===== config.mk =====
export PLATFORM = sky130hd
export DESIGN_NAME = prll_bus_rr_sched
export DESIGN_NICKNAME = d
export VERILOG_FILES = /design/src/rtl/prll_bus_pkg.sv /design/src/rtl/prll_bus_rr_sched_picker.sv /design/src/rtl/prll_bus_rr_sched.sv
export SDC_FILE = /design/constraint.sdc
export NUM_CORES = 1
export LEC_CHECK = 0
export CAP_MARGIN = 20
export CORE_UTILIZATION = 43
export DETAILED_ROUTE_END_ITERATION = 6
export GPL_ROUTABILITY_DRIVEN = 0
export PLACE_DENSITY = 0.94
export SLEW_MARGIN = 0
export SYNTH_ARGS = -nofsm -noshare
export SYNTH_HDL_FRONTEND = slang
export SYNTH_SLANG_ARGS = --single-unit

===== constraint.sdc =====
create_clock -name clk -period 2.7 [get_ports clk]
set_input_delay 0.405 -clock clk [delete_from_list [all_inputs] [get_ports clk]]
set_output_delay 0.405 -clock clk [all_outputs]
set_load 0.01 [all_outputs]

===== src/rtl/prll_bus_pkg.sv =====
// Shared definitions for the parallel-bus round-robin scheduler.
// Packet layout: [BITS-1 -: 8] target, next 8 bits source, rest payload/ID.
package prll_bus_pkg;

  typedef enum logic [1:0] {
    ST_IDLE,
    ST_POP,
    ST_DELIVER
  } sched_state_t;

  // Field offsets counted down from the packet MSB, so they hold for any BITS.
  localparam int unsigned TGT_MSB = 0;
  localparam int unsigned TGT_LSB = 7;
  localparam int unsigned SRC_MSB = 8;
  localparam int unsigned SRC_LSB = 15;
  localparam int unsigned FLD_W   = TGT_LSB - TGT_MSB + 1;

  localparam logic [7:0] BROADCAST_ID = 8'hFF;

  // Widest packet the helper accepts; callers zero-extend into this width.
  localparam int unsigned PKT_MAX = 256;

  // Target field of a packet that is `bits` wide.
  function automatic logic [FLD_W-1:0] tgt_of(input logic [PKT_MAX-1:0] pkt,
                                               input int unsigned bits);
    return pkt[bits-1-TGT_MSB -: FLD_W];
  endfunction

endpackage


===== src/rtl/prll_bus_rr_sched_picker.sv =====
// rr_prio_picker: combinational round-robin picker. Returns the first set
// request at or after ptr, searching upward with wrap-around.
module rr_prio_picker #(
  parameter  int unsigned N  = 2,
  localparam int unsigned IW = (N > 1) ? $clog2(N) : 1
) (
  input  logic [N-1:0]  req,
  input  logic [IW-1:0] ptr,
  output logic [IW-1:0] gnt_idx,
  output logic          any
);

  logic [2*N-1:0] dbl;
  logic [N-1:0]   rot;
  logic [IW-1:0]  ofs;
  logic [IW:0]    sum;

  // Double the vector, rotate so ptr sits at bit 0, take lowest set bit.
  always_comb begin
    dbl = {req, req};
    rot = '0;
    for (int unsigned i = 0; i < N; i++) begin
      rot[i] = dbl[32'(ptr) + i];
    end
    ofs = '0;
    for (int unsigned i = N; i > 0; i--) begin
      if (rot[i-1]) ofs = IW'(i - 1);
    end
    sum = {1'b0, ptr} + {1'b0, ofs};
    if (sum >= (IW+1)'(N)) sum = sum - (IW+1)'(N);
    gnt_idx = sum[IW-1:0];
    any     = |req;
  end

endmodule


===== src/rtl/prll_bus_rr_sched.sv =====
// prll_bus_rr_sched: round-robin scheduler sharing one parallel bus among
// DRVRS driver FIFOs. IDLE picks a pending driver, POP pops its head packet,
// DELIVER pushes it to the target driver (or all but the source on broadcast).
// Optional feature macro: PRLL_SCHED_STATS_EN adds drop_cnt and grant counters.
module prll_bus_rr_sched
  import prll_bus_pkg::*;
#(
  parameter int unsigned BITS      = 32,
  parameter int unsigned DRVRS     = 2,
  parameter logic [7:0]  BROADCAST = BROADCAST_ID
) (
  input  logic                  clk,
  input  logic                  reset,
  input  logic [DRVRS-1:0]      pndng,
  input  logic [DRVRS*BITS-1:0] D_pop,
  output logic [DRVRS-1:0]      pop,
  output logic [DRVRS-1:0]      push,
  output logic [BITS-1:0]       D_push,
  output logic                  busy
`ifdef PRLL_SCHED_STATS_EN
  ,
  output logic [15:0]           drop_cnt
`endif
);

  localparam int unsigned IW = (DRVRS > 1) ? $clog2(DRVRS) : 1;

  sched_state_t      state, state_nxt;
  logic [IW-1:0]     rr_ptr;
  logic [IW-1:0]     winner;
  logic [BITS-1:0]   pkt;
  logic [IW-1:0]     pick_idx;
  logic              pick_any;
  logic [BITS-1:0]   head;
  logic              head_pend;
  logic [FLD_W-1:0]  tgt;
  logic [DRVRS-1:0]  route_mask;
  logic              route_drop;

  rr_prio_picker #(.N(DRVRS)) u_pick (
    .req     (pndng),
    .ptr     (rr_ptr),
    .gnt_idx (pick_idx),
    .any     (pick_any)
  );

  // Head packet and pending flag of the granted driver.
  always_comb begin
    head      = '0;
    head_pend = 1'b0;
    for (int unsigned i = 0; i < DRVRS; i++) begin
      if (winner == IW'(i)) begin
        head      = D_pop[i*BITS +: BITS];
        head_pend = pndng[i];
      end
    end
  end

  // Receiver mask from the target field; broadcast excludes the granted index.
  always_comb begin
    tgt        = tgt_of(PKT_MAX'(pkt), BITS);
    route_mask = '0;
    route_drop = 1'b0;
    if (32'(tgt) < DRVRS) begin
      route_mask = {{(DRVRS-1){1'b0}}, 1'b1} << tgt;
    end else if (tgt == BROADCAST) begin
      route_mask         = '1;
      route_mask[winner] = 1'b0;
    end else begin
      route_drop = 1'b1;
    end
  end

  // Next-state and strobe decode.
  always_comb begin
    state_nxt = state;
    pop       = '0;
    push      = '0;
    case (state)
      ST_IDLE: begin
        if (pick_any) state_nxt = ST_POP;
      end
      ST_POP: begin
        if (head_pend) begin
          pop[winner] = 1'b1;
          state_nxt   = ST_DELIVER;
        end else begin
          state_nxt = ST_IDLE;
        end
      end
      ST_DELIVER: begin
        push      = route_mask;
        state_nxt = ST_IDLE;
      end
      default: state_nxt = ST_IDLE;
    endcase
  end

  // State register.
  always_ff @(posedge clk or negedge reset) begin
    if (!reset) state <= ST_IDLE;
    else        state <= state_nxt;
  end

  // Grant, packet latch and round-robin pointer.
  always_ff @(posedge clk or negedge reset) begin
    if (!reset) begin
      winner <= '0;
      pkt    <= '0;
      rr_ptr <= '0;
    end else begin
      case (state)
        ST_IDLE:    if (pick_any) winner <= pick_idx;
        ST_POP:     if (head_pend) pkt <= head;
        ST_DELIVER: rr_ptr <= (winner == IW'(DRVRS - 1)) ? '0 : winner + IW'(1);
        default:    ;
      endcase
    end
  end

  assign D_push = pkt;
  assign busy   = (state != ST_IDLE);

`ifdef PRLL_SCHED_STATS_EN
  logic [15:0] grant_cnt [DRVRS];

  // Saturating count of packets dropped for an unroutable target.
  always_ff @(posedge clk or negedge reset) begin
    if (!reset) begin
      drop_cnt <= '0;
    end else if (state == ST_DELIVER && route_drop && drop_cnt != '1) begin
      drop_cnt <= drop_cnt + 16'd1;
    end
  end

  // Saturating per-driver grant counters, bumped on each pop.
  always_ff @(posedge clk or negedge reset) begin
    if (!reset) begin
      for (int unsigned i = 0; i < DRVRS; i++) grant_cnt[i] <= '0;
    end else begin
      for (int unsigned i = 0; i < DRVRS; i++) begin
        if (pop[i] && grant_cnt[i] != '1) grant_cnt[i] <= grant_cnt[i] + 16'd1;
      end
    end
  end
`endif

endmodule


# After elaboration in Yosys (flattened, before gate mapping)
# Cells that the tools add are included.
[op_classes]
add_sub_neg = 4
n_reduce_logical = 6
n_mux = 20
n_eq_ne = 4
order_cmp = 6
bitwise = 1
n_shift = 1
[ops]
columns = ["op", "count"]
rows = [
  ["32-bit by 3-bit less-than comparator with 1-bit output, second input constant", 1],
  ["32-bit 2-to-1 mux", 1],
  ["2-bit 2-to-1 mux", 7],
  ["1-bit 2-to-1 mux", 9],
  ["8-bit == test, second input constant", 1],
  ["8-bit by 2-bit less-than comparator with 1-bit output, second input constant", 1],
  ["1-bit by 8-bit << shifter with 2-bit output, first input constant", 1],
  ["2-bit case mux with 2 select lines", 1],
  ["2-bit AND reduction", 2],
  ["1-bit by 3-bit less-than comparator with 1-bit output, second input constant", 1],
  ["1-bit by 1-bit adder with 2-bit output", 1],
  ["1-bit by 1-bit adder with 2-bit output, second input constant", 1],
  ["1-bit binary-select mux with 2-bit select", 1],
  ["2-bit by 1-bit == test with 1-bit output, second input constant", 1],
  ["2-bit == test, second input constant", 1],
  ["2-bit greater-or-equal comparator, second input constant", 1],
  ["2-bit logical NOT", 1],
  ["1-bit by 2-bit less-than comparator with 1-bit output, second input constant", 1],
  ["2-bit inequality test, second input constant", 1],
  ["2-bit NOT", 1],
  ["2-bit nonzero test", 1],
  ["2-bit OR reduction", 1],
  ["1-bit adder, second input constant", 1],
  ["1-bit demux with 1-bit select", 1],
  ["other kinds (3)", 3],
]
[totals]
regBits = 36
input_bits = 68

# Longest topological paths before layout
[depth]
ltp_word = 8
ltp_mapped = 6

# By module
# Synthesis repeated with hierarchy kept, for this count alone.
[unflattened]
hier_cells = 169
area_unflattened_um2 = 1894.3
[by_module_without_submodules]
columns = ["module", "cells_per_inst", "seq_area_each_um2", "n_inst", "area_each_um2"]
rows = [
  ["prll_bus_rr_sched", 166, 900.9, 1, 1873.0],
  ["rr_prio_picker", 3, 0.0, 1, 21.3],
]

# Worst setup path after synthesis
# OpenSTA, ideal clock, no wires.
[synth_path]
path_type = "reg2out"
startpoint = "register pkt[29], in the netlist D_push[29]"
endpoint = "output port push[1]"
stages_incl_launch_ff = 5
setup_slack_ps = 1095
t_arrival_ps = 1200
cell_sequence = "dfrtp_1 -> nor4_1 -> nand2_1 -> mux2i_1 -> nor2b_1"
[synth_via]
elab_chain_len = 4
elab_cells_between_ends = 6
cone_classes = "1 x order compare; 1 x eq/ne; 1 x shift; 3 x mux"
[synth_lines]
columns = ["item", "line", "text"]
rows = [
  ["from (decl)", "prll_bus_rr_sched.sv:31", "logic [BITS-1:0] pkt;"],
  ["from (signal assigned)", "prll_bus_rr_sched.sv:109", "pkt <= '0;"],
  ["from (signal assigned)", "prll_bus_rr_sched.sv:114", "ST_POP: if (head_pend) pkt <= head;"],
  ["parallel branches: the longest is 2 deep, another holds 8-bit by 2-bit less-than comparator with 1-bit output", "n/a", ""],
  ["2-bit 2-to-1 mux *", "prll_bus_rr_sched.sv:64", "if (32'(tgt) < DRVRS) begin"],
  ["2-bit 2-to-1 mux *", "prll_bus_rr_sched.sv:79", "case (state)"],
  ["to (decl)", "prll_bus_rr_sched.sv:17", "output logic [DRVRS-1:0] push,"],
]
# Mark *: on every way between the ends.

# Worst setup path in the final report
# Ends and elaborated chain as after synthesis.

==> results_tabular.tex <==
\begin{tabular}{lr}
\hline
Metric & Value \\
\hline
\multicolumn{2}{l}{\textbf{Timing}} \\
RSZ-0062 raised after global routing & false \\
Min Tclk post-route & 2.43 ns \\
Final slew viol count & 0 \\
TNS Setup & 0 ns \\
Share of the clock period used by the worst path & 0.901 \\
Worst-case clock skew & 0.00351 ns \\
Max frequency & 411 MHz \\
Hold WS & roughly 0.21 ns \\
Slew of the pin with the lowest slew margin & 0.794 ns \\
Worst rel slew slack & 0.471 \\
Final hold violation count & 0 \\
Final-report setup violation count & 0 \\
\multicolumn{2}{l}{\textbf{Worst setup path}} \\
CP Max Fanout & 4 \\
Reg-to-reg endpoint & D\_push[13]\$\_DFFE\_PN0P\_ \\
Reg-to-reg slack, setup & 0.87 ns \\
Arrival @ worst endpoint & just over 2 ns \\
Critical path endpoint category & primary output \\
Capture point of the critical path & push[1] \\
CP Launch Point & D\_push[29]\$\_DFFE\_PN0P\_ \\
Reg-to-reg critical path startpoint & winner\$\_DFFE\_PN0P\_ \\
Required time worst endpoint & 2.30 ns \\
CP startpoint kind & flip-flop \\
Count of cells along the worst register-to-register path & 4 \\
Classification of the worst setup path & reg -> out \\
\multicolumn{2}{l}{\textbf{Route}} \\
Detailed Route WL & 4.23 mm \\
Number of vias after detailed routing & between 1500 and 2000 \\
Routed via count divided by cell count & $\sim$4.9 \\
Count of unresolved DRC violations after routing & 0 \\
Drt initial violations & 30 \\
Antenna-violating nets left & 0 \\
Detailed Routing Iterations Pass 1 & 4 \\
DR WL/cell & 13.1 um \\
\multicolumn{2}{l}{\textbf{Job}} \\
Maxcap violations & 0 \\
\multicolumn{2}{l}{\textbf{Synth}} \\
Number of synthesized flops with an enable pin & 0 \\
Async set or reset register ratio after synthesis & 1.00 \\
Proportion of synthesized chip area in sequential cells & 0.447 \\
Most numerous cell in the Yosys netlist & sky130\_fd\_sc\_hd\_\_dfrtp\_1 \\
Mean instance size in the synthesized netlist & 11.9 um\^{}2 \\
Area share of the largest cell type after synthesis & 0.447 \\
Cell count after synthesis & between 150 and 200 \\
Cell type contributing the most total cell area after synthesis & sky130\_fd\_sc\_hd\_\_dfrtp\_1 \\
Number of warnings printed during yosys synthesis & 0 \\
Top cells by area in the synthesized netlist & sky130\_fd\_sc\_hd\_\_dfrtp\_1, sky130\_fd\_sc\_hd\_\_mux2i\_1, sky130\_fd\_sc\_hd\_\_o21ai\_2 \\
Combined area of all synthesized cells & 2010 um\^{}2 \\
Number of synthesized register bits & 36 \\
Cell types with the highest counts after synthesis & sky130\_fd\_sc\_hd\_\_dfrtp\_1, sky130\_fd\_sc\_hd\_\_mux2i\_1, sky130\_fd\_sc\_hd\_\_nand2\_2, sky130\_fd\_sc\_hd\_\_o21ai\_2, sky130\_fd\_sc\_hd\_\_buf\_12 \\
Most used flip-flop cell after synthesis & sky130\_fd\_sc\_hd\_\_dfrtp\_1 \\
Number of distinct library cells after synthesis & 26 \\
Post-Syn Nets & 237 \\
\multicolumn{2}{l}{\textbf{Global routing}} \\
GRT overflow & 0 \\
Global-route wire length before repair & 7.27 mm \\
Via count of the first global-routing pass & approximately 1600 \\
Number of antenna violations at the first check in global routing & 0 \\
Gr usage total & 0.191 \\
Largest net degree at the start of global routing & 66 \\
\multicolumn{2}{l}{\textbf{Power}} \\
Power density relative to cell area & 1040 nW/um\^{}2 \\
Post-route total power & between 3 and 4 mW \\
Static leakage & around 1.3 nW \\
Peak ir drop on the vdd network & about 510 uV \\
\multicolumn{2}{l}{\textbf{Clock network}} \\
Post-cts sizing count & 0 \\
Clock edge transition at the registers on the reported setup and hold paths & 0.07 ns \\
Number of buffers added by the clock tree synthesis step & 5 \\
\# Post-CTS Setup Buffers & 0 \\
Clock latency at the later pin of the worst-skew pair & 0.28 ns \\
Count of hold-fix buffers inserted at cts & 0 \\
Depth of the CTS H-tree & 2 \\
Sinks on Clock Net & 36 \\
Maximum clock path buffer count & 2 \\
Clock tree from TritonCTS & built \\
CTS root buf & sky130\_fd\_sc\_hd\_\_clkbuf\_8 \\
\multicolumn{2}{l}{\textbf{Floorplanning}} \\
Vertical die dimension & 70.4 um \\
Boundary pin count & 105 \\
Floorplan Core Area & 4410 um\^{}2 \\
Horizontal extent of the die & 70.4 um \\
Die Outline Area & 4960 um\^{}2 \\
Number of placement rows & 24 \\
Initial cell density of the core & 0.456 \\
\multicolumn{2}{l}{\textbf{Hold path}} \\
Type of the worst min-delay path & in -> async \\
\multicolumn{2}{l}{\textbf{Place}} \\
Hpwl dp & $\sim$3.3 mm \\
Cell Area, Placed & 3000 um\^{}2 \\
Buffers on Ports & 104 \\
\multicolumn{2}{l}{\textbf{Cells and area}} \\
Fraction of layout cells with a size suffix above 1 & 0.287 \\
Final \#Nets & 339 \\
Post-Route Utilization & 0.700 \\
Diodes inserted & 0 \\
Final design instance area without fill & 3090 um\^{}2 \\
Area Growth Syn to Fin & 53.5\% \\
\multicolumn{2}{l}{\textbf{Outcome}} \\
Run status & complete, no violations \\
\hline
\end{tabular}
where the power goes:
part / switching (mW) / internal [mW]
Clock: 0.182 / 0.208
Combinational: 0.800 / 0.959
Sequential: 0.264 / 0.802
worst max-delay path, stage by stage, from the launching register on:
cell and delay, ns:
sky130_fd_sc_hd__dfrtp_1 0.42, sky130_fd_sc_hd__nor4_1 0.28, sky130_fd_sc_hd__nand2_1 0.13, sky130_fd_sc_hd__mux2i_1 0.19, sky130_fd_sc_hd__nor2b_1 0.16, sky130_fd_sc_hd__clkdlybuf4s50_1 0.56
state kept, by name (all words and copies together) (netlist names):
signal,cells
state,2
D_push,32
rr_ptr,1
winner,1
stage by stage:
| stage | std cells | setup WS, ns |
|---|---|---|
| floorplan | 169 | 1.09 |
| finish | 324 | 0.267 |
| global route | 324 | 0.146 |
| detailed placement | 316 | 0.558 |
| CTS | 324 | 0.243 |
| global placement | 316 | 0.595 |
how the worst min path moves through the flow:
stage                              to  slack, ns  depth (start not counted)                    from
2_1_floorplan   D_push[0]$_DFFE_PN0P_       0.11                          0                   reset
3_3_place_gp   D_push[16]$_DFFE_PN0P_       0.46                          2  D_push[16]$_DFFE_PN0P_
3_5_place_dp    D_push[8]$_DFFE_PN0P_       0.47                          2   D_push[8]$_DFFE_PN0P_
4_1_cts         D_push[4]$_DFFE_PN0P_       0.22                          1                   reset
5_1_grt         D_push[5]$_DFFE_PN0P_       0.26                          1                   reset
6_report        D_push[9]$_DFFE_PN0P_       0.21                          1                   reset
layout by cell type (no fill, tap or decap):
master	instances
sky130_fd_sc_hd__nand2_1	3
sky130_fd_sc_hd__and4bb_4	1
sky130_fd_sc_hd__or2b_1	1
sky130_fd_sc_hd__dfrtp_1	35
sky130_fd_sc_hd__nor2_1	4
sky130_fd_sc_hd__a21o_1	1
sky130_fd_sc_hd__and3_1	1
sky130_fd_sc_hd__and2b_4	1
sky130_fd_sc_hd__o21ai_2	32
sky130_fd_sc_hd__clkdlybuf4s50_1	103
sky130_fd_sc_hd__dfrtp_2	1
sky130_fd_sc_hd__or2_0	1
sky130_fd_sc_hd__a31oi_4	1
sky130_fd_sc_hd__buf_12	1
sky130_fd_sc_hd__clkbuf_8	6
sky130_fd_sc_hd__nand4_1	2
sky130_fd_sc_hd__inv_1	2
sky130_fd_sc_hd__nor4_1	1
sky130_fd_sc_hd__nor3_1	1
sky130_fd_sc_hd__inv_2	1
sky130_fd_sc_hd__mux2i_1	33
sky130_fd_sc_hd__a21oi_1	1
sky130_fd_sc_hd__buf_4	1
sky130_fd_sc_hd__o21ai_1	1
sky130_fd_sc_hd__a31oi_1	1
sky130_fd_sc_hd__buf_2	1
sky130_fd_sc_hd__clkbuf_1	2
sky130_fd_sc_hd__nand2_2	32
sky130_fd_sc_hd__nor2b_1	1
layer usage:
metal / routed length [um] / vias up / GRT usage
met5: 0 / - / 0
met4: 94 / 0 / 0.0933
met3: 451 / 9 / 0.0794
met2: 2100 / 69 / 0.311
met1: 1580 / 708 / 0.213
li1: - / 801 / -
final cells by class:
type / count / area [um^2]
tap: 52 / 65.1
fill: 342 / 1320
timing repair buffer: 106 / 1060
multi-input combinational: 119 / 958
inverter: 3 / 11.3
sequential: 36 / 902
clock buffer: 8 / 90.1
kinds of logic after synthesis:
logic type      count (synthesis)  synth area share
simple gates                   49             0.150
compound gates                 37             0.162
flops                          36             0.447
mux                            33             0.164
buf+inv                        14            0.0764
No activity file was read; power rests on OpenSTA's default activity.
